File: src/rtl/pipeline_hazard_ctrl.sv
// Stall/flush sequencer for a five-stage pipeline. It resolves load-use, taken-branch,
// cache-wait and halt-drain events into hold/flush controls, and counts PC stall cycles.
module pipeline_hazard_ctrl #(
  parameter int unsigned DRAIN_CYCLES = 3
) (
  input  logic        clk,
  input  logic        rst,
  input  logic [4:0]  id_rs,
  input  logic [4:0]  id_rt,
  input  logic        id_uses_rt,
  input  logic        ex_mem_to_reg,
  input  logic [4:0]  ex_rt_dest,
  input  logic        ex_branch_taken,
  input  logic        ex_halt,
  input  logic        mem_req,
  input  logic        mem_ready,
  output logic        pc_hold,
  output logic        if_id_hold,
  output logic        if_id_flush,
  output logic        id_ex_hold,
  output logic        id_ex_flush,
  output logic        halted,
  output logic [31:0] stall_cycles
);

  typedef enum logic [1:0] {
    ST_RUN      = 2'd0,
    ST_MEM_WAIT = 2'd1,
    ST_DRAIN    = 2'd2,
    ST_HALTED   = 2'd3
  } state_e;

  // Return state recorded when a cache wait begins.
  typedef enum logic {
    RET_RUN   = 1'b0,
    RET_DRAIN = 1'b1
  } ret_e;

  state_e      state_q, state_d;
  ret_e        ret_q, ret_d;
  logic [3:0]  cnt_q, cnt_d;
  logic [31:0] stall_cnt_q, stall_cnt_d;

  logic mem_stall;
  logic load_use;
  logic eval_run;
  logic eval_drain;

  assign load_use = ex_mem_to_reg && (ex_rt_dest != 5'd0) &&
                    ((ex_rt_dest == id_rs) || (id_uses_rt && (ex_rt_dest == id_rt)));

  // A cache wait in progress only ends on mem_ready; elsewhere a new request must be pending.
  assign mem_stall = (state_q == ST_MEM_WAIT) ? !mem_ready : (mem_req && !mem_ready);

  // When a cache wait releases, the lower-priority sources are judged as in the return state.
  assign eval_run   = (state_q == ST_RUN) ||
                      ((state_q == ST_MEM_WAIT) && (ret_q == RET_RUN));
  assign eval_drain = (state_q == ST_DRAIN) ||
                      ((state_q == ST_MEM_WAIT) && (ret_q == RET_DRAIN));

  // NOTE: every signal driven here gets a default first so no path leaves it unassigned,
  // which keeps this block purely combinational (no inferred latches).
  always_comb begin
    state_d     = state_q;
    ret_d       = ret_q;
    cnt_d       = cnt_q;
    pc_hold     = 1'b0;
    if_id_hold  = 1'b0;
    if_id_flush = 1'b0;
    id_ex_hold  = 1'b0;
    id_ex_flush = 1'b0;
    halted      = 1'b0;

    if (rst) begin
      // Outputs stay quiet while reset is held; the register block does the state reset.
    end else if (state_q == ST_HALTED) begin
      halted     = 1'b1;
      pc_hold    = 1'b1;
      if_id_hold = 1'b1;
      id_ex_hold = 1'b1;
    end else if (mem_stall) begin
      pc_hold    = 1'b1;
      if_id_hold = 1'b1;
      id_ex_hold = 1'b1;
      if (state_q != ST_MEM_WAIT) begin
        ret_d   = (state_q == ST_DRAIN) ? RET_DRAIN : RET_RUN;
        state_d = ST_MEM_WAIT;
      end
    end else begin
      state_d = eval_drain ? ST_DRAIN : ST_RUN;
      if (eval_run) begin
        if (ex_halt) begin
          pc_hold     = 1'b1;
          if_id_flush = 1'b1;
          id_ex_flush = 1'b1;
          state_d     = ST_DRAIN;
          cnt_d       = 4'(DRAIN_CYCLES - 1);
        end else if (ex_branch_taken) begin
          if_id_flush = 1'b1;
          id_ex_flush = 1'b1;
        end else if (load_use) begin
          pc_hold     = 1'b1;
          if_id_hold  = 1'b1;
          id_ex_flush = 1'b1;
        end
      end else begin
        pc_hold     = 1'b1;
        if_id_flush = 1'b1;
        id_ex_flush = 1'b1;
        if (cnt_q == 4'd0) begin
          state_d = ST_HALTED;
        end else begin
          cnt_d = cnt_q - 4'd1;
        end
      end
    end
  end

  always_comb begin
    stall_cnt_d = stall_cnt_q;
    if (pc_hold && (state_q != ST_HALTED) && (stall_cnt_q != 32'hFFFF_FFFF)) begin
      stall_cnt_d = stall_cnt_q + 32'd1;
    end
  end

  // NOTE: state registers use non-blocking assignments so every flop samples the
  // pre-edge values regardless of process ordering.
  always_ff @(posedge clk) begin
    if (rst) begin
      state_q     <= ST_RUN;
      ret_q       <= RET_RUN;
      cnt_q       <= 4'd0;
      stall_cnt_q <= 32'd0;
    end else begin
      state_q     <= state_d;
      ret_q       <= ret_d;
      cnt_q       <= cnt_d;
      stall_cnt_q <= stall_cnt_d;
    end
  end

  assign stall_cycles = stall_cnt_q;

endmodule

File: config.mk
export PLATFORM = sky130hd
export DESIGN_NAME = pipeline_hazard_ctrl
export DESIGN_NICKNAME = d
export VERILOG_FILES = /design/src/rtl/pipeline_hazard_ctrl.sv
export SDC_FILE = /design/constraint.sdc
export NUM_CORES = 1
export LEC_CHECK = 0
export ABC_AREA = 1
export CELL_PAD_IN_SITES_DETAIL_PLACEMENT = 0
export CELL_PAD_IN_SITES_GLOBAL_PLACEMENT = 1
export CORE_MARGIN = 2
export CORE_UTILIZATION = 35
export CTS_CLUSTER_DIAMETER = 200
export DETAILED_ROUTE_END_ITERATION = 10
export PLACE_DENSITY = 0.8
export SETUP_SLACK_MARGIN = 0.05
export SYNTH_ARGS = -nofsm -noshare
export SYNTH_HDL_FRONTEND = slang
export SYNTH_SLANG_ARGS = --single-unit
File: constraint.sdc
create_clock -name clk -period 2.29 [get_ports clk]
set_clock_uncertainty 0.1 [all_clocks]
set_input_delay 0.458 -clock clk [delete_from_list [all_inputs] [get_ports clk]]
set_output_delay 0.458 -clock clk [all_outputs]
set_load 0.1 [all_outputs]
; Word-level counts from Yosys, hierarchy flattened
; Cells that the tools add are included.
; Widths: inputs -> output; s select.
[totals]
wordCells = 78
output_inout_bits = 38
inputBits = 23
ff_bits = 39
[classes]
n_eq_ne = 11
n_reduce_logical = 18
muxes = 40
bitwise_logic = 3
add_sub_neg = 2
[op_table]
columns = cell, count
row1 = $add 32x1->32 const B, 1
row2 = $ne 32x32->1 const B, 1
row3 = $mux 1, 31
row4 = $mux 2, 6
row5 = $mux 4, 3
row6 = $eq 5x5->1, 2
row7 = $logic_and 1x1->1, 8
row8 = $ne 2x2->1 const B, 3
row9 = $reduce_bool 5->1, 1
row10 = $eq 2x2->1 const B, 2
row11 = $logic_not 4->1, 1
row12 = $ne 2x1->1 const B, 2
row13 = $reduce_and 4->1, 1
row14 = $sub 4x1->4 const B, 1
row15 = $logic_or 1x1->1, 3
row16 = $not 1->1, 3
row17 = $reduce_and 3->1, 1
row18 = $eq 2x1->1 const B, 1
row19 = $logic_not 2->1, 1
row20 = $reduce_and 2->1, 1
row21 = $logic_not 1->1, 1

; Depth between registers and ports, before layout
; Gate-level depths: netlist (run 1).
[depth]
depth_word = 13
mapped_depth = 12
mapped_depth_nobuf = 12

; Worst setup path after synthesis (run 1)
; No wires, ideal clock.
[synth_path]
path_type = reg-to-output
from = register state_q[1]
to = output port if_id_hold
setup_slack_ns = -1.342
required_ns = 1.732
stages_incl_launch_ff = 7
t_arrival_ns = 3.074
cell_sequence = dfxtp_1 -> a21oi_1 -> inv_2 -> or2_1 -> nor2_1 -> nand2_1 -> o21ai_0
[synth_via]
elab_chain_len = 7
elab_cells_between_ends = 10
cone_classes = eq/ne: 2 / mux: 5 / reduce/logical: 3
[synth_rtl]
columns = element, line_no
row1 = "start, declared", 39  ; state_e state_q, state_d;
row2 = "start signal, assigned", 135  ; state_q <= state_d;
row3 = $eq 2x1->1, "53, 57"
row4 = $logic_and 1x1->1, 57  ; ((state_q == ST_MEM_WAIT) && (ret_q == RET_RUN));
row5 = $logic_or 1x1->1, 56  ; assign eval_run = (state_q == ST_RUN) ||
row6 = $mux 1, 91  ; if (eval_run) begin
row7 = $mux 1, 81  ; end else if (mem_stall) begin
row8 = $mux 1 *, 76  ; end else if (state_q == ST_HALTED) begin
row9 = $mux 1 *, 74  ; if (rst) begin
row10 = "end, declared", 18  ; output logic if_id_hold,
; Every way passes the cells marked *; elsewhere a longest branch is shown, timed or not.

; Worst setup path in the final report (run 1)
[layout_path]
from = input port ex_halt
to = output port if_id_hold
[layout_via]
elab_chain_len = 5
[layout_rtl]
columns = element, line_no
row1 = "start, declared", 14  ; input logic ex_halt,
row2 = $mux 1, 92  ; if (ex_halt) begin
row3 = $mux 1, 91
row4 = $mux 1, 81
row5 = $mux 1, 76
row6 = $mux 1, 74
; Every way passes these cells.

==> out/summary.md, run 1 <==
- **status** finished clean
- **Max Cap Viol** 0
- **final worst-path setup slack** 0.0570 ns
- **synthesized netlist net count** 459
- **CP max-delay cell** clkdlybuf4s50_1
- **cell depth of the worst flop-to-flop path** 8
- **leakage component of the power** 0.00159 µW
- **pin count of the biggest net entering global routing** 36
- **cell with the most instances after synthesis** nand2_1
- **Area contributors post-synth** dfxtp_1 28%, nand2_1 16%, nand4_1 9.0%, xor2_1 6.3%, inv_1 6.1%
- **source of the worst hold timing path** ret_q
- **number of port buffers** 60
- **required time of the critical path** 1.73 ns
- **wire length on met1** 3890 µm
- **post-synthesis register bit count** 39
- **cell type contributing the most total cell area after synthesis** dfxtp_1
- **die boundary height** 93.0 µm
- **switching power** 555 µW
- **n_diodes** 0
- **DRC violation count after routing** 0
- **cell area after technology mapping** 0.00277 mm²
- **Startpoint Class** primary input
- **number of DRC markers in iteration 0** 131
- **Worst Hold End** ret_q
- **number of enable-type register cells in the synthesized netlist** 0
- **post-route non-filler standard cell count** 609
- **TritonCTS clock tree** yes
- **die area** 0.00865 mm²
- **Congestion Overflow GR** 0
- **placed insts** 594
- **count of endpoints failing hold in the final timing report** 0
- **fraction of synthesis flops using an asynchronous set or reset pin** 0
- **Sinks on Clock Net** 39
- **worst reg-to-reg setup slack** 0.31 ns
- **library cells used by synthesis** 30
- **floorplan die width** 93.0 µm
- **Reg clk slew, reported paths** 0.08 ns
- **share of total power in sequential cells** 0.430
- **most used standard cells in the synthesized netlist** 117 x nand2_1, 45 x inv_1, 43 x nor2_1
- **wire length of the first global-routing pass** 13500 µm
- **cells along the critical path** clkdlybuf4s50_1 -> or2_4 -> nor2_4 -> nand2_2 -> o21ai_4 -> buf_12
- **vias per inst** 5.00
- **total number of nets in the final design** 533
- **TritonCTS buffer count** 5
- **sequential area share after synthesis** 0.282
- **power density of the placed cells** 435 mW/mm²
- **Internal Dissipation** 1100 µW
- **length of routed met3 wiring** 330 µm
- **aggregate negative setup slack** 0 ns
- **worst IR drop on VDD** 297 µV
- **crit path DAT** 1.68 ns
- **antenna violation net count after detailed routing** 0
- **number of detailed-route iterations in the first pass** 4
- **cell family contributing the most delay on the critical path** buffers and inverters
- **Slew Limit Fails** 0
- **overall via count from detail_route** 3045
- **Max Freq** 448 MHz
- **growth of design area from synthesis to finish** 37.0%
- **start-to-end type of the worst setup path** primary input to output pin
- **proportion of layout cells with a drive suffix above 1** 0.298
- **WL met2** 4010 µm
- **clock tree buffer depth** 2
- **uppermost layer routed** met4
- **H-Tree Depth** 2
- **worst slack after detailed placement** -0.299 ns
- **count of endpoints failing setup in the final report** 0
- **Critical R2R Capture** stall_cycles[31]
- **total routing resource utilization after global routing** 0.194
- **cell count after synthesis** 433
- **WL final** 8290 µm
- **routed length per placed instance** 13.6 µm
- **number of placement rows** 32
- **net switching share of the total power** 0.336
- **unrepaired setup endpoints after global routing** true
- **antenna violations before repair** 0
- **Starting Density** 0.361
- **I/O pin total** 61
- **clock root cell** clkbuf_8
- **via count of the first global-routing pass** 2789
- **Hold Path Stages** 2
- **stage delay of the slowest cell on the critical path** 0.40 ns
- **fraction of synthesized cell area taken by the top area cell type** 0.282
- **placed wire-length estimate after detailed placement** 6240 µm
- **fin crit share** 0.975
- **Rel. slew slack** 0.736
- **proportion of power drawn by the clock network** 0.300
- **mean cell area of the mapped netlist** 6.40 µm²
- **endpoint kind of the worst setup timing path** output pin
- **total number of yosys warnings** 0
- **Tmin final** 2.23 ns
- **Post-synth top flop** dfxtp_1
- **class of the tightest hold or removal check** register to register
- **slew of the pin with the lowest slew margin** 0.393 ns
- **later-pin clock latency in the skew report** 0.30 ns
- **Core Box Area** 0.00769 mm²
- **Placer Congestion** 0.875
- **Critical path buffers and inverters** 2
- **largest fanout of any net on the critical path** 3
- **combinational cell fraction of total power** 0.269
- **launch instance of the worst register-to-register path** stall_cycles[0]
[placed cells by master, fill, tap and decap left out, types with 3 or more instances in the layout]
cell	instances
nand2_1	111
buf_4	52
inv_1	41
nand4_1	40
nor2_1	37
a21oi_1	26
dfxtp_2	25
xor2_1	20
nand2_2	15
nor3_1	15
nand3_1	14
dlygate4sd2_1	12
dfxtp_1	11
a21oi_2	10
inv_2	8
buf_12	8
xnor2_1	7
clkbuf_8	6
nor2_2	4
nor2_4	4
o21ai_0	4
clkdlybuf4s50_1	4
nand3b_1	3
ha_1	3
clkbuf_2	3
dfxtp_4	3
[metrics by stage]
step / total power (µW) / hold WS [ns] / utilization / cell area (µm²)
6_report: 1650 / 0.372 / 0.494 / 3800
5_1_grt: 1730 / 0.414 / 0.494 / 3800
4_1_cts: 1650 / 0.385 / 0.488 / 3750
3_5_place_dp: 1140 / 0.359 / 0.468 / 3600
3_3_place_gp: 1140 / 0.354 / 0.468 / 3600
2_1_floorplan: 993 / 0.339 / - / 2840
[final cells by class]
type                       instances  area (µm²)
timing repair buffer              83         754
inverter                          49         184
multi-input combinational        329        1820
clock inverter                     1        5.00
clock buffer                       6        82.6
tap                              102         128
fill                             802        3890
sequential                        39         823
[state kept, by name, indices dropped and copies added, names as in the netlist]
name / cells
state_q: 2
cnt_q: 4
ret_q: 1
stall_cycles: 32
[worst reg2reg max path: stages (launching register included)]
cell	delay, ns
dfxtp_4	0.37
inv_1	0.09
nor3_2	0.39
nand2_1	0.21
nor2_1	0.34
nand3_1	0.13
nand2_1	0.08
nand4_1	0.09
a21oi_1	0.13
[repair_timing]
| item | CTS | global route |
|---|---|---|
| endpoints found under the setup margin | 6 | 5 |
| pin swaps | 13 | 8 |
| gates cloned | 0 | 0 |
| hold buffers | 0 | 0 |
| setup buffers | 4 | 4 |
| resized for setup | 37 | 17 |
[layer usage]
layer / vias to the layer above / global-route usage
li1: 1575 / -
met1: 1399 / 0.264
met2: 63 / 0.327
met3: 8 / 0.0282
met4: 0 / 0.0417
met5: - / 0
[worst max path at each step]
stage / start / endpoint / depth (start not counted)
after global routing: state_q[0] / if_id_hold / 7
after global placement: ex_rt_dest[4] / pc_hold / 10
final: ex_halt / if_id_hold / 6
after CTS: mem_req / pc_hold / 8
after floorplan: state_q[1] / if_id_hold / 6
after detailed placement: ex_rt_dest[2] / pc_hold / 10
[kinds of logic after synthesis]
group / Yosys count / synth area share
flip-flops: 39 / 0.282
XOR/XNOR: 27 / 0.0853
AO/OA/AOI/OAI: 46 / 0.0979
adder cells (fa/ha/maj): 3 / 0.0135
AND/OR/NAND/NOR: 253 / 0.424
buffers and inverters: 65 / 0.0975
[power by group through the flow]
stage               clock (µW)  sequential, µW  combinational, µW
floorplan                    0             754                239
global placement             0             725                417
detailed placement           0             725                419
CTS                        512             710                431
global route               530             714                482
finish                     496             711                445
No activity file was read; power rests on OpenSTA's default activity.
==> run 2: changes to the inputs <==
- SLEW_MARGIN: default -> 10
==> results of run 2 <==
Final layout, timing and power as in run 1 (identical DEF).
==> run 3: changes to the inputs <==
- PLACE_DENSITY: 0.8 -> 0.84
==> out/summary.md, run 3 (synthesis results as in run 1) <==
- **fin crit share** 0.963
- **proportion of layout cells with a drive suffix above 1** 0.294
- **leakage component of the power** 0.00155 µW
- **DRC violation count after routing** 0
- **cell depth of the worst flop-to-flop path** 10
- **Tmin final** 2.20 ns
- **routed length per placed instance** 13.5 µm
- **placed insts** 592
- **endpoint kind of the worst setup timing path** output pin
- **Max Freq** 454 MHz
- **start-to-end type of the worst setup path** register to output pin
- **Finished Core Util** 0.486
- **growth of design area from synthesis to finish** 34.9%
- **number of detailed-route iterations in the first pass** 4
- **slew of the pin with the lowest slew margin** 0.408 ns
- **Critical path origin** state_q[0]
- **largest fanout of any net on the critical path** 4
- **number of filler instances in the final layout** 831
- **antenna violation net count after detailed routing** 0
- **Placer Congestion** 0.869
- **launch instance of the worst register-to-register path** stall_cycles[1]
- **Slew Limit Fails** 0
- **worst slack after detailed placement** -0.281 ns
- **total number of nets in the final design** 526
- **number of buffers added to fix hold violations after cts** 0
- **vias per inst** 5.06
- **later-pin clock latency in the skew report** 0.29 ns
- **worst hold margin** 0.386 ns
- **antenna violations before repair** 0
- **total routing resource utilization after global routing** 0.196
- **required time of the critical path** 1.73 ns
- **clock tree buffer depth** 2
- **crit path DAT** 1.65 ns
- **wire length of the first global-routing pass** 13700 µm
- **placed wire-length estimate after detailed placement** 6090 µm
- **power density of the placed cells** 428 mW/mm²
- **die area** 0.00865 mm²
- **final worst-path setup slack** 0.0858 ns
- **number of DRC markers in iteration 0** 122
- **max reg flops** 32
- **Max Cap Viol** 0
- **TritonCTS buffer count** 5
- **floorplan die width** 93.0 µm
- **count of endpoints failing setup in the final report** 0
- **TritonCTS clock tree** yes
- **overall via count from detail_route** 3044
- **n_diodes** 0
- **Starting Density** 0.361
- **unrepaired setup endpoints after global routing** true
- **number of port buffers** 60
- **post-route non-filler standard cell count** 602
- **Core Box Area** 0.00769 mm²
- **commonest cells after routing, fill and taps aside** 111 x nand2_1, 44 x buf_4, 40 x inv_1, 40 x nand4_1, 35 x nor2_1
- **worst IR drop on VDD** 298 µV
- **I/O pin total** 61
- **Startpoint Class** register
- **pin count of the biggest net entering global routing** 37
- **Rel. slew slack** 0.727
- **number of placement rows** 32
- **class of the tightest hold or removal check** register to register
- **clock root cell** clkbuf_8
- **status** finished clean
- **count of endpoints failing hold in the final timing report** 0
- **Congestion Overflow GR** 0
- **H-Tree Depth** 2
- **WL final** 8110 µm
- **source of the worst hold timing path** ret_q
- **Sinks on Clock Net** 39
- **commonest non-fill, non-tap cell in the layout** nand2_1
- **Reg clk slew, reported paths** 0.07 ns
- **via count of the first global-routing pass** 2921
- **Hold Path Stages** 2
- **die boundary height** 93.0 µm
## run 3: changes by cell type in the layout (fill, tap and decap cells not counted), sizes merged
| cell | before | now |
|---|---|---|
| clkdlybuf4s50 | 4 | 3 |
| clkinv | 1 | 0 |
| clkbuf | 9 | 12 |
| clkdlybuf4s15 | 2 | 1 |
| buf | 61 | 54 |
## run 3: worst paths after layout
check	endpoint	slack [ns]
hold / removal	ret_q	0.39
hold reg to reg	ret_q	0.39
setup reg to reg	stall_cycles[12]	0.24
setup / recovery	if_id_hold	0.09
## run 3: power breakdown
group          leakage (µW)  total, µW  switching, µW  internal [µW]
clock             0.0000383        456            246            210
combinational       0.00118        435            279            156
sequential         0.000330        712           14.7            697
total               0.00155       1600            539           1060
## run 3: layout make-up
class / count / area [µm²] / area share
Timing Repair Buffer: 76 / 704 / 0.188
Inverter: 49 / 184 / 0.0492
Clock buffer: 7 / 76.3 / 0.0204
Multi-Input combinational cell: 329 / 1830 / 0.488
Tap cell: 102 / 128 / 0.0341
Sequential cell: 39 / 822 / 0.220
## run 3: worst max-delay path, stage by stage (launching register included)
cell     delay [ns]
dfxtp_4        0.36
a21oi_2        0.16
inv_2          0.06
or2_4          0.26
nor2_4         0.10
nand2_2        0.07
o21ai_4        0.16
buf_12         0.19
## run 3: through the flow
stage,area (µm²),setup TNS [ns],power [µW]
6_report,3740,0,1600
3_3_place_gp,3600,-5.96,1140
3_5_place_dp,3600,-7.15,1150
2_1_floorplan,2840,-0.140,993
5_1_grt,3740,0,1680
4_1_cts,3730,0,1610
## run 3: repair_timing
action                     4_1_cts  5_1_grt
buffers inserted                 1        2
gates resized for setup         43       16
setup endpoints to repair        5        3
pin swaps                       16       10
## run 3: layer usage
| metal | vias to the layer above | track usage | share of wire |
|---|---|---|---|
| met4 | 0 | 0.0380 | 0.0058 |
| li1 | 1565 | - | - |
| met5 | - | 0 | 0 |
| met1 | 1420 | 0.260 | 0.49 |
| met2 | 54 | 0.339 | 0.47 |
| met3 | 5 | 0.0274 | 0.034 |
